### config.mk
export PLATFORM = sky130hd
export DESIGN_NAME = jk_bank_driver_flat
export DESIGN_NICKNAME = d
export VERILOG_FILES = /design/src/rtl/jk_bank_driver_if.sv /design/src/rtl/jk_bank_driver.sv /design/src/flat_wrapper.sv
export SDC_FILE = /design/constraint.sdc
export NUM_CORES = 1
export LEC_CHECK = 0
export ABC_AREA = 0
export BUFFER_PORTS_ARGS = -buffer_cell sky130_fd_sc_hd__buf_2
export CORE_ASPECT_RATIO = 1.1
export CORE_MARGIN = 1
export CORE_UTILIZATION = 35
export DETAILED_ROUTE_END_ITERATION = 7
export GPL_ROUTABILITY_DRIVEN = 0
export SYNTH_ARGS = -nofsm -noshare
export SYNTH_HDL_FRONTEND = slang
export SYNTH_SLANG_ARGS = --single-unit
### constraint.sdc
create_clock -name clk -period 3.9 [get_ports clk]
set_clock_uncertainty 0.2 [all_clocks]
set_input_delay 0.78 -clock clk [delete_from_list [all_inputs] [get_ports clk]]
set_output_delay 0.78 -clock clk [all_outputs]
set_load 0.005 [all_outputs]
### src/rtl/jk_bank_driver_if.sv
`default_nettype none
`timescale 1ns/1ps
// ============================================================================
// jk_bank_driver_if : target-request handshake and JK bank excitation bundle
// Revision 1.0
// ============================================================================
interface jk_bank_driver_if #(
    parameter int WIDTH = 4
);
    logic             tgt_valid;
    logic             tgt_ready;
    logic [WIDTH-1:0] tgt_data;
    logic             tgt_mode;
    logic [WIDTH-1:0] q_fb;
    logic [WIDTH-1:0] j_out;
    logic [WIDTH-1:0] k_out;
    logic             busy;
    logic             done;
    logic             err;
    logic [WIDTH-1:0] step_cnt;

    // Requester / bank side.
    modport master (
        output tgt_valid, tgt_data, tgt_mode, q_fb,
        input  tgt_ready, j_out, k_out, busy, done, err, step_cnt
    );

    // Driver side.
    modport slave (
        input  tgt_valid, tgt_data, tgt_mode, q_fb,
        output tgt_ready, j_out, k_out, busy, done, err, step_cnt
    );
endinterface
`default_nettype wire

### src/rtl/jk_bank_driver.sv
`default_nettype none
`timescale 1ns/1ps
// ============================================================================
// jk_bank_driver : drives J/K of a flip-flop bank to a target word (direct load
//                  or stepwise count), verifies via Q feedback, retries on miss.
// Revision 1.0
// ============================================================================
module jk_bank_driver #(
    parameter int WIDTH     = 4,
    parameter int MAX_RETRY = 2
) (
    input  logic             clk,
    input  logic             rst_n,
    jk_bank_driver_if.slave  bus
);
    localparam int RW = (MAX_RETRY < 1) ? 1 : $clog2(MAX_RETRY + 1);
    localparam logic [RW-1:0] C_RETRY_MAX = RW'(MAX_RETRY);

    typedef enum logic [2:0] {
        S_IDLE   = 3'd0,
        S_LOAD   = 3'd1,
        S_COUNT  = 3'd2,
        S_SETTLE = 3'd3,
        S_CHECK  = 3'd4
    } state_t;

    state_t           state_q, state_d;
    logic [WIDTH-1:0] tgt_q, tgt_d;
    logic [WIDTH-1:0] cur_q, cur_d;
    logic             up_q, up_d;
    logic [RW-1:0]    retry_q, retry_d;
    logic             match_q, match_d;
    logic [WIDTH-1:0] j_q, j_d;
    logic [WIDTH-1:0] k_q, k_d;
    logic [WIDTH-1:0] step_q, step_d;
    logic             busy_q, busy_d;
    logic             ready_q, ready_d;
    logic             done_q, done_d;
    logic             err_q, err_d;

    logic             w_accept;
    logic [WIDTH-1:0] w_step_base;
    logic             w_step_up;
    logic [WIDTH-1:0] w_step_nxt;
    logic [WIDTH-1:0] w_step_mask;
    logic [WIDTH-1:0] w_load_tgt;
    logic [WIDTH-1:0] w_load_j;
    logic [WIDTH-1:0] w_load_k;

    assign w_accept = bus.tgt_valid && ready_q;

    // The shadow cur_q always holds the value the bank reaches after the mask
    // currently on j/k, so the next step is computed from it directly.
    always_comb begin
        w_step_base = (state_q == S_IDLE) ? bus.q_fb : cur_q;
        w_step_up   = (state_q == S_IDLE) ? (bus.tgt_data > bus.q_fb) : up_q;
        w_step_nxt  = w_step_up ? (w_step_base + WIDTH'(1)) : (w_step_base - WIDTH'(1));
        w_step_mask = w_step_base ^ w_step_nxt;
        w_load_tgt  = (state_q == S_IDLE) ? bus.tgt_data : tgt_q;
        w_load_j    = w_load_tgt & ~bus.q_fb;
        w_load_k    = ~w_load_tgt & bus.q_fb;
    end

    always_comb begin
        state_d = state_q;
        tgt_d   = tgt_q;
        cur_d   = cur_q;
        up_d    = up_q;
        retry_d = retry_q;
        match_d = match_q;
        step_d  = step_q;
        j_d     = '0;
        k_d     = '0;
        done_d  = 1'b0;
        err_d   = 1'b0;

        case (state_q)
            S_IDLE: begin
                if (w_accept) begin
                    tgt_d   = bus.tgt_data;
                    cur_d   = bus.q_fb;
                    up_d    = w_step_up;
                    retry_d = '0;
                    step_d  = '0;
                    if (!bus.tgt_mode) begin
                        state_d = S_LOAD;
                        j_d     = w_load_j;
                        k_d     = w_load_k;
                    end else if (bus.tgt_data != bus.q_fb) begin
                        state_d = S_COUNT;
                        j_d     = w_step_mask;
                        k_d     = w_step_mask;
                        cur_d   = w_step_nxt;
                        step_d  = WIDTH'(1);
                    end else begin
                        state_d = S_SETTLE;
                    end
                end
            end
            S_LOAD: begin
                state_d = S_SETTLE;
            end
            S_COUNT: begin
                if (cur_q == tgt_q) begin
                    state_d = S_SETTLE;
                end else begin
                    j_d    = w_step_mask;
                    k_d    = w_step_mask;
                    cur_d  = w_step_nxt;
                    step_d = step_q + WIDTH'(1);
                end
            end
            S_SETTLE: begin
                // Verdict is registered here so done/err are flopped in CHECK.
                match_d = (bus.q_fb == tgt_q);
                done_d  = match_d;
                err_d   = !match_d && (retry_q == C_RETRY_MAX);
                state_d = S_CHECK;
            end
            S_CHECK: begin
                if (match_q) begin
                    state_d = S_IDLE;
                end else if (retry_q < C_RETRY_MAX) begin
                    retry_d = retry_q + RW'(1);
                    state_d = S_LOAD;
                    j_d     = w_load_j;
                    k_d     = w_load_k;
                end else begin
                    state_d = S_IDLE;
                end
            end
            default: begin
                state_d = S_IDLE;
            end
        endcase

        busy_d  = (state_d != S_IDLE);
        ready_d = (state_d == S_IDLE);
    end

    always_ff @(posedge clk or negedge rst_n) begin
        if (!rst_n) begin
            state_q <= S_IDLE;
            tgt_q   <= '0;
            cur_q   <= '0;
            up_q    <= 1'b0;
            retry_q <= '0;
            match_q <= 1'b0;
            j_q     <= '0;
            k_q     <= '0;
            step_q  <= '0;
            busy_q  <= 1'b0;
            ready_q <= 1'b1;
            done_q  <= 1'b0;
            err_q   <= 1'b0;
        end else begin
            state_q <= state_d;
            tgt_q   <= tgt_d;
            cur_q   <= cur_d;
            up_q    <= up_d;
            retry_q <= retry_d;
            match_q <= match_d;
            j_q     <= j_d;
            k_q     <= k_d;
            step_q  <= step_d;
            busy_q  <= busy_d;
            ready_q <= ready_d;
            done_q  <= done_d;
            err_q   <= err_d;
        end
    end

    assign bus.tgt_ready = ready_q;
    assign bus.j_out     = j_q;
    assign bus.k_out     = k_q;
    assign bus.busy      = busy_q;
    assign bus.done      = done_q;
    assign bus.err       = err_q;
    assign bus.step_cnt  = step_q;

endmodule
`default_nettype wire

### src/flat_wrapper.sv
// flat-port wrapper written by rule: the top's interface ports become plain ports
module jk_bank_driver_flat 
#(
    parameter int WIDTH     = 4,
    parameter int MAX_RETRY = 2
)
  (clk, rst_n, bus_tgt_valid, bus_tgt_data, bus_tgt_mode, bus_q_fb, bus_tgt_ready, bus_j_out, bus_k_out, bus_busy, bus_done, bus_err, bus_step_cnt);
  jk_bank_driver_if #(.WIDTH(WIDTH)) bus_i ();
  input  logic clk;
  input  logic rst_n;
  input wire logic [$bits(bus_i.tgt_valid)-1:0] bus_tgt_valid;
  input wire logic [$bits(bus_i.tgt_data)-1:0] bus_tgt_data;
  input wire logic [$bits(bus_i.tgt_mode)-1:0] bus_tgt_mode;
  input wire logic [$bits(bus_i.q_fb)-1:0] bus_q_fb;
  output wire logic [$bits(bus_i.tgt_ready)-1:0] bus_tgt_ready;
  output wire logic [$bits(bus_i.j_out)-1:0] bus_j_out;
  output wire logic [$bits(bus_i.k_out)-1:0] bus_k_out;
  output wire logic [$bits(bus_i.busy)-1:0] bus_busy;
  output wire logic [$bits(bus_i.done)-1:0] bus_done;
  output wire logic [$bits(bus_i.err)-1:0] bus_err;
  output wire logic [$bits(bus_i.step_cnt)-1:0] bus_step_cnt;
  assign bus_i.tgt_valid = bus_tgt_valid;
  assign bus_i.tgt_data = bus_tgt_data;
  assign bus_i.tgt_mode = bus_tgt_mode;
  assign bus_i.q_fb = bus_q_fb;
  assign bus_tgt_ready = bus_i.tgt_ready;
  assign bus_j_out = bus_i.j_out;
  assign bus_k_out = bus_i.k_out;
  assign bus_busy = bus_i.busy;
  assign bus_done = bus_i.done;
  assign bus_err = bus_i.err;
  assign bus_step_cnt = bus_i.step_cnt;
  jk_bank_driver #(.WIDTH(WIDTH), .MAX_RETRY(MAX_RETRY)) u_core (.clk(clk), .rst_n(rst_n), .bus(bus_i));
endmodule
# == Yosys cells after proc, flatten, opt, wreduce, memory -nomap -nowiden ==
# Cells that the tools add are included.
# classes
n_addsub,4
order_cmp,2
n_eq_ne,12
muxes,39
bitwise,5
n_reduce_logical,11
# op_table
operator,count
two-way mux 4 bit,20
case mux 4 bit (3 select lines),2
case mux 4 bit (2 select lines),2
case mux 3 bit (5 select lines),1
two-way mux 3 bit,4
adder 4 x 1 -> 4 bit (second input constant),2
bitwise AND 4 bit,2
== test 4 bit,2
inverter 4 bit,2
== test 3 x 2 -> 1 bit (second input constant),2
logical NOT 3 bit,2
two-way mux 1 bit,6
two-way mux 2 bit,3
> comparator 4 bit,1
inequality test 2 x 1 -> 1 bit (second input constant),2
inequality test 2 bit (second input constant),2
inequality test 4 bit,1
case mux 2 bit (2 select lines),1
AND reduction 4 bit,1
nonzero test 2 bit,2
subtractor 4 x 1 -> 4 bit (second input constant),1
XOR 4 bit,1
== test 3 x 1 -> 1 bit (second input constant),1
== test 3 bit (second input constant),1
other kinds (8),9
# word_totals
regBits,31
input_bits,12
elab_cells,86

# == Depth between registers and ports, before layout ==
# Gate-level depths: netlist of run 1.
# logic_depth
ltp_word,9
depth_mapped,13
ltp_nobuf,12

# == Worst setup path before layout of run 1 ==
# OpenSTA, ideal clock, no wires.
# synth_path
kind,input port to flip-flop
from,input port bus_q_fb[1]
to,register u_core.cur_q[3]
setup_time_ns,0.071
arrival_time_ns,3.174
required_ns,3.629
setup_slack_ns,0.454
stages,13
n_path_buf,1
cell_sequence,clkbuf_1 inv_1 ha_1 nand4_1 mux2i_1 a31oi_2 inv_1 ha_1 nand4_1 nand3b_1 mux2_4 or3_1 nand4_1
# synth_via
elab_chain_len,7
elab_cells_between_ends,12
classes_between,add/sub (2); order compare (1); eq/ne (1); mux (8)
# synth_lines
element,line_no,source
from (decl),flat_wrapper.sv:14,input wire logic [$bits(bus_i.q_fb)-1:0] bus_q_fb;
two-way mux 4 bit / > comparator 4 bit (equally long branches),"jk_bank_driver.sv:55, jk_bank_driver.sv:56",
"subtractor 4 x 1 -> 4 bit, or another cell as far along",jk_bank_driver.sv:57,w_step_nxt = w_step_up ? (w_step_base + WIDTH'(1)) : (w_step_base - WIDTH'(1));
two-way mux 4 bit,jk_bank_driver.sv:57,
two-way mux 4 bit,jk_bank_driver.sv:89,end else if (bus.tgt_data != bus.q_fb) begin
two-way mux 4 bit,jk_bank_driver.sv:85,if (!bus.tgt_mode) begin
two-way mux 4 bit,jk_bank_driver.sv:79,if (w_accept) begin
case mux 4 bit (2 select lines) *,jk_bank_driver.sv:77,case (state_q)
to (signal assigned),jk_bank_driver.sv:159,cur_q <= cur_d;
to (decl),jk_bank_driver.sv:29,"logic [WIDTH-1:0] cur_q, cur_d;"
# Every way passes the cells marked *; elsewhere a longest branch is shown, timed or not. The select of a mux whose other input is x is not followed.
# A chain may end at the register's enable or synchronous reset.

# == Worst setup path after layout of run 1 ==
# layout_path
from,input port bus_q_fb[3]
to,register u_core.cur_q[3]
# Same word-level chain as after synthesis.

==> impl_metrics.yaml, run 1 <==
routing:
  vias_per_cell: 5.22
  wl_per_cell_um: 14.1
  routed-wl-met3_um: 219
  antenna_left: 0
  drt-pass1-iter-count: 4
  wirelength_mm: 4.36
  highest_layer: "met4"
  drtIter0Drc: 115
  met2_wirelength_mm: 2.04
  vias: 1612
  met1_length_mm: 2.04
  drc: 0
place:
  dp_cells: 301
  portBuffers: 27
  pre_cts_ws_ps: 220
  dp_hpwl_mm: 3.28
yosys:
  seq_area_frac_synth: 0.413
  synth_ff_type: "dfrtp_1"
  synth.distinct_cells: 48
  synth_fp_nets: 228
  synth.avg_cell_area_um2: 9.05
  mappedNetlistArea_um2: 1880
  synth_edf_count: 0
  async_reset_ff_frac: 1.00
  synth_seq_cells: 31
  synth_warnings: 0
  synth_cells: 208
cts:
  numCtsBuffers: 5
  cts.hold.buffers_added: 0
  cts_resized: 0
  cts.sinks: 31
  clockBufferDepth: 2
  htree_levels: 2
  clock_tree.root_cell: "clkbuf_8"
  cts_tree: "done"
  clkTransAtPathRegs_ps: 70
  clk_latency_ps: 290
  cts_post_setup_buffers_inserted: 0
setup_path:
  r2r_cells: 10
  worstSetupEndpointType: "register"
  cp_data_required_time_ps: 3920
  r2r_start: "u_core.state_q[1]"
  cp-start-kind: "input pin"
  cp.arrival_ps: 3420
  cp_max_fo: 7
  reg2reg_to: "u_core.cur_q[3]"
  reg2reg_slack_ps: 760
  crit_type: "in -> reg"
finish:
  nNetsFinal: 256
  layout-drive-gt1-share: 0.181
  synthToLayoutAreaGrowth_pct: 16.9
  final_common_cell: "dfrtp_1"
  antennaDiodeCount: 0
  mostFrequentLayoutCells: "30 x dfrtp_1, 27 x nand2_1, 27 x buf_2, 16 x a21oi_1, 15 x nor2_1"
  instances_no_fill: 309
hold_path:
  hold_end: "u_core.match_q"
  holdPathStages: 1
  hold_path_class: "reg -> reg"
  min_from: "u_core.match_q"
sta:
  tightest_slew_ps: 781
  setup_violations: 0
  rsz0062_at_grt: "false"
  hold_viol: 0
  period_share: 0.872
  whs_ps: 283
  fmax_mhz: 294
  layout_setup_ws_ps: 500
  maxSlewViolCount: 0
  fin_setup_tns_ps: 0
  fin_crit_ps: 3400
  slew_headroom: 0.475
power:
  p_per_area_nw_per_um2: 941
  p_leak_uw: 0.00105
  ir_worst_vdd_v: 0.000261
job:
  cap_violations: 0
floorplanning:
  die_w_um: 71.9
  die_area_um2: 5670
  coreArea_um2: 5100
  start_util: 0.369
  rows: 27
  ios: 28
  die_h_um: 78.9
global_route:
  grt_usage: 0.174
  gr-total-overflow: 0
  grt_max_degree: 32
  grt_pass1_wl_mm: 7.52
  antenna_found_initial: 0
  grt_pass1_vias: 1557
outcome:
  status: "complete, no violations"
## worst max path at each step
stage | from | end | slack (ps) | depth (start not counted)
final | bus_q_fb[3] | u_core.cur_q[3] | 500 | 13
after global routing | bus_q_fb[3] | u_core.cur_q[3] | 300 | 13
after CTS | bus_q_fb[3] | u_core.cur_q[3] | 520 | 13
after detailed placement | bus_q_fb[3] | u_core.cur_q[3] | 220 | 13
after global placement | bus_q_fb[3] | u_core.bus.j_out[2] | 310 | 13
after floorplan | bus_q_fb[1] | u_core.cur_q[3] | 450 | 13
## sequential cells by signal, summed over array words and instances, names as in the netlist, 2 cells and up
signal               cells
u_core.bus.step_cnt      4
u_core.retry_q           2
u_core.bus.k_out         4
u_core.state_q           3
u_core.cur_q             4
u_core.tgt_q             4
u_core.bus.j_out         4
## critical path: stages
cell and delay (ps):
buf_2 150, inv_1 90, ha_1 330, nand4_1 200
mux2i_1 140, a31oi_2 290, inv_1 90, ha_1 370
nand4_1 130, nand3b_1 80, mux2_4 290, or3_1 380
nand4_1 90
## stage by stage
stage / total power [uW] / cell area [um2] / util
after floorplan: 1470 / 1880 / -
after global placement: 1740 / 2080 / 0.408
after detailed placement: 1750 / 2080 / 0.408
after CTS: 2080 / 2200 / 0.431
after global routing: 2280 / 2200 / 0.431
final: 2070 / 2200 / 0.431
## where the power goes
group	internal (uW)	switching, uW	total [uW]	leakage (uW)
Clock	207	124	331	0.0000612
Combinational	513	643	1160	0.000597
Sequential	461	123	584	0.000395
Total	1180	890	2070	0.00105
## layer usage
layer | vias to the layer above | GRT usage
li1 | 801 | -
met4 | 0 | 0.0451
met2 | 51 | 0.296
met1 | 752 | 0.219
met5 | - | 0
met3 | 8 | 0.0431
## cells by family after synthesis
family                     after synthesis  share of synthesized area
and+or+nand+nor                         80                      0.211
muxes                                    7                     0.0406
xor gates and xnor gates                12                     0.0559
buffers and inverters                   19                     0.0452
adders and majority gates                8                     0.0532
AOI/OAI and AO/OA                       51                      0.181
DFF                                     31                      0.413
## Yosys cell counts (3+ instances only)
master    count  area, um2
dfrtp_1      30        751
nand2_1      27        101
a21oi_1      16       80.1
nor2_1       15       56.3
inv_1        10       37.5
o21ai_0       9       45.0
ha_1          8        100
nand3_1       7       35.0
nand4_1       6       37.5
xnor2_1       6       52.6
xor2_1        6       52.6
clkbuf_1      5       18.8
mux2i_1       5       50.1
nor2b_1       5       31.3
or3_1         5       31.3
a31oi_1       4       25.0
nand2b_1      3       18.8
nor3_1        3       15.0
o21a_1        3       22.5
## cell type report
type,instances,area [um2]
multi-input combinational,158,1020
inverter,10,37.5
sequential,31,777
clock inverter,2,35.0
fill,510,2900
clock buffer,6,82.6
timing repair buffer,30,158
tap,72,90.1
(Power assumes the default switching activity.)
==> inputs of run 2 (changes only) <==
Settings changed: CORE_UTILIZATION 35 to 56, PLACE_DENSITY set to 0.79.
==> run 2 against run 1 <==
  * Die area is 37% lower
  * Design area is 5.5% lower
  * Total power is 6.1% lower
  * Largest power group unchanged
  * The run now ends with design-rule violations left
  * Utilization is 23 points higher
  * Final cell count is 13% lower
  * First-iteration DRC count is 35% lower
  * Flip-flop and latch count stayed put
  * Clock-buffer cell count is 1 higher
==> impl_metrics.yaml, run 2 (synthesis gave the netlist of run 1 again) <==
outcome:
  status: "finished with violations"
  violations: "design-rule violations"
routing:
  vias: 1657
  wirelength_mm: 4.15
  wl_per_cell_um: 15.4
  antenna_left: 0
  drtIter0Drc: 75
  drt-pass1-iter-count: 6
  vias_per_cell: 6.16
  drc: 5
place:
  dp_hpwl_mm: 3.09
  portBuffers: 27
  placed_area_um2: 2020
cts:
  clock_tree.root_cell: "clkbuf_4"
  numCtsBuffers: 5
  clkTransAtPathRegs_ps: 100
  clockBufferDepth: 2
  clk_latency_ps: 340
  cts.hold.buffers_added: 0
  cts_post_setup_buffers_inserted: 0
  htree_levels: 2
  cts_tree: "done"
  cts.sinks: 31
  cts_resized: 0
global_route:
  grt_usage: 0.259
  grt_max_degree: 32
  grt_pass1_wl_mm: 7.06
  grt_pass1_vias: 1538
  antenna_found_initial: 0
  gr-total-overflow: 0
hold_path:
  hold_path_class: "in -> async"
floorplanning:
  die_w_um: 57.3
  die_area_um2: 3600
  ios: 28
  coreArea_um2: 3130
  rows: 21
  start_util: 0.602
  die_h_um: 62.8
power:
  comb_power_share: 0.599
  pwr-share-seq: 0.300
  clock_power_share: 0.101
  p_leak_uw: 0.00102
  swShare: 0.460
  p_per_area_nw_per_um2: 935
  ir_worst_vdd_v: 0.000423
  p_int_uw: 1050
  p_sw_uw: 894
setup_path:
  cp-start-kind: "input pin"
  critPathTopFamily: "simple AND/OR/NAND/NOR gates"
  crit_chain: "buf_2 -> inv_1 -> ha_1 -> nand4_1 -> mux2i_1 -> a31oi_2 -> inv_1 -> ha_1 -> nand4_1 -> nand3b_1 -> mux2_4 -> or3_1 -> nand4_1"
  path_buf_inv: 3
  crit_slowest_cell: "ha_1"
  r2r_cells: 10
  cp_common_cell: "nand4_1"
  crit_type: "in -> reg"
  cp.depth: 13
  reg2reg_slack_ps: 660
  cp_max_fo: 7
  cp_data_required_time_ps: 3980
  critPathMaxStageDelay_ps: 380
  worstSetupEndpointType: "register"
  cp.arrival_ps: 3480
job:
  cap_violations: 0
finish:
  ff_latch_area_um2: 777
  mostFrequentLayoutCells: "30 x dfrtp_1, 27 x nand2_1, 27 x buf_2, 16 x a21oi_1, 15 x nor2_1"
  final_common_cell: "dfrtp_1"
  nNetsFinal: 254
  n_fill_cell: 266
  multi_input_area_um2: 1020
  fin_area_um2: 2080
  layout-drive-gt1-share: 0.170
  antennaDiodeCount: 0
  synthToLayoutAreaGrowth_pct: 10.5
sta:
  period_share: 0.872
  tightest_slew_ps: 914
  fin_setup_tns_ps: 0
  maxSlewViolCount: 0
  fin_crit_ps: 3400
  rsz0062_at_grt: "false"
  fmax_mhz: 294
  setup_violations: 0
  slew_headroom: 0.389
  hold_viol: 0
-- run 2: stage by stage --
step / worst slack [ps] / util / total power [uW] / std cells / hold WS, ps
5_1_grt: 322 / 0.665 / 2110 / 269 / 319
3_5_place_dp: 185 / 0.646 / 1740 / 261 / 274
3_3_place_gp: 209 / 0.646 / 1710 / 261 / 273
2_1_floorplan: 454 / - / 1470 / 208 / 249
6_report: 500 / 0.665 / 1940 / 269 / 262
4_1_cts: 544 / 0.665 / 1940 / 269 / 290
-- run 2: layout make-up --
type,instances,share of cell area
Clock buffer,7,0.0265
Multi-Input combinational cell,158,0.490
Sequential cell,31,0.374
Tap cell,34,0.0205
Timing Repair Buffer,28,0.0686
Clock inverter,1,0.00241
Inverter,10,0.0181
-- run 2: path summary, 6_finish.rpt --
check / start / endpoint
max reg2reg: u_core.state_q[1] / u_core.cur_q[3]
min in group clk: u_core.match_q / u_core.match_q
min reg2reg: u_core.match_q / u_core.match_q
max: bus_q_fb[3] / u_core.cur_q[3]
max in group asynchronous: rst_n / u_core.state_q[2]
min: rst_n / u_core.bus.step_cnt[3]
-- run 2: worst register-to-register path: cells and delay by family, from the launching register on --
family / cells / cell delay, ps
DFF: 1 / 510
AOI/OAI and AO/OA: 1 / 290
buffers and inverters: 1 / 110
and+or+nand+nor: 5 / 1190
adders and majority gates: 1 / 380
muxes: 2 / 490
-- run 2: power by group through the flow --
stage                     combinational, uW  clock, uW  sequential, uW
after floorplan                         907          0             559
after global placement                 1120          0             587
after detailed placement               1150          0             590
after CTS                              1150        201             584
after global routing                   1300        213             604
final                                  1160        196             584
-- run 2: metal layers --
metal  up-vias  wire length, um  GRT usage
met5         -                0          0
met4         0               93      0.113
met3         8              246     0.0580
met2        63             2000      0.422
met1       789             1800      0.327
li1        797                -          -
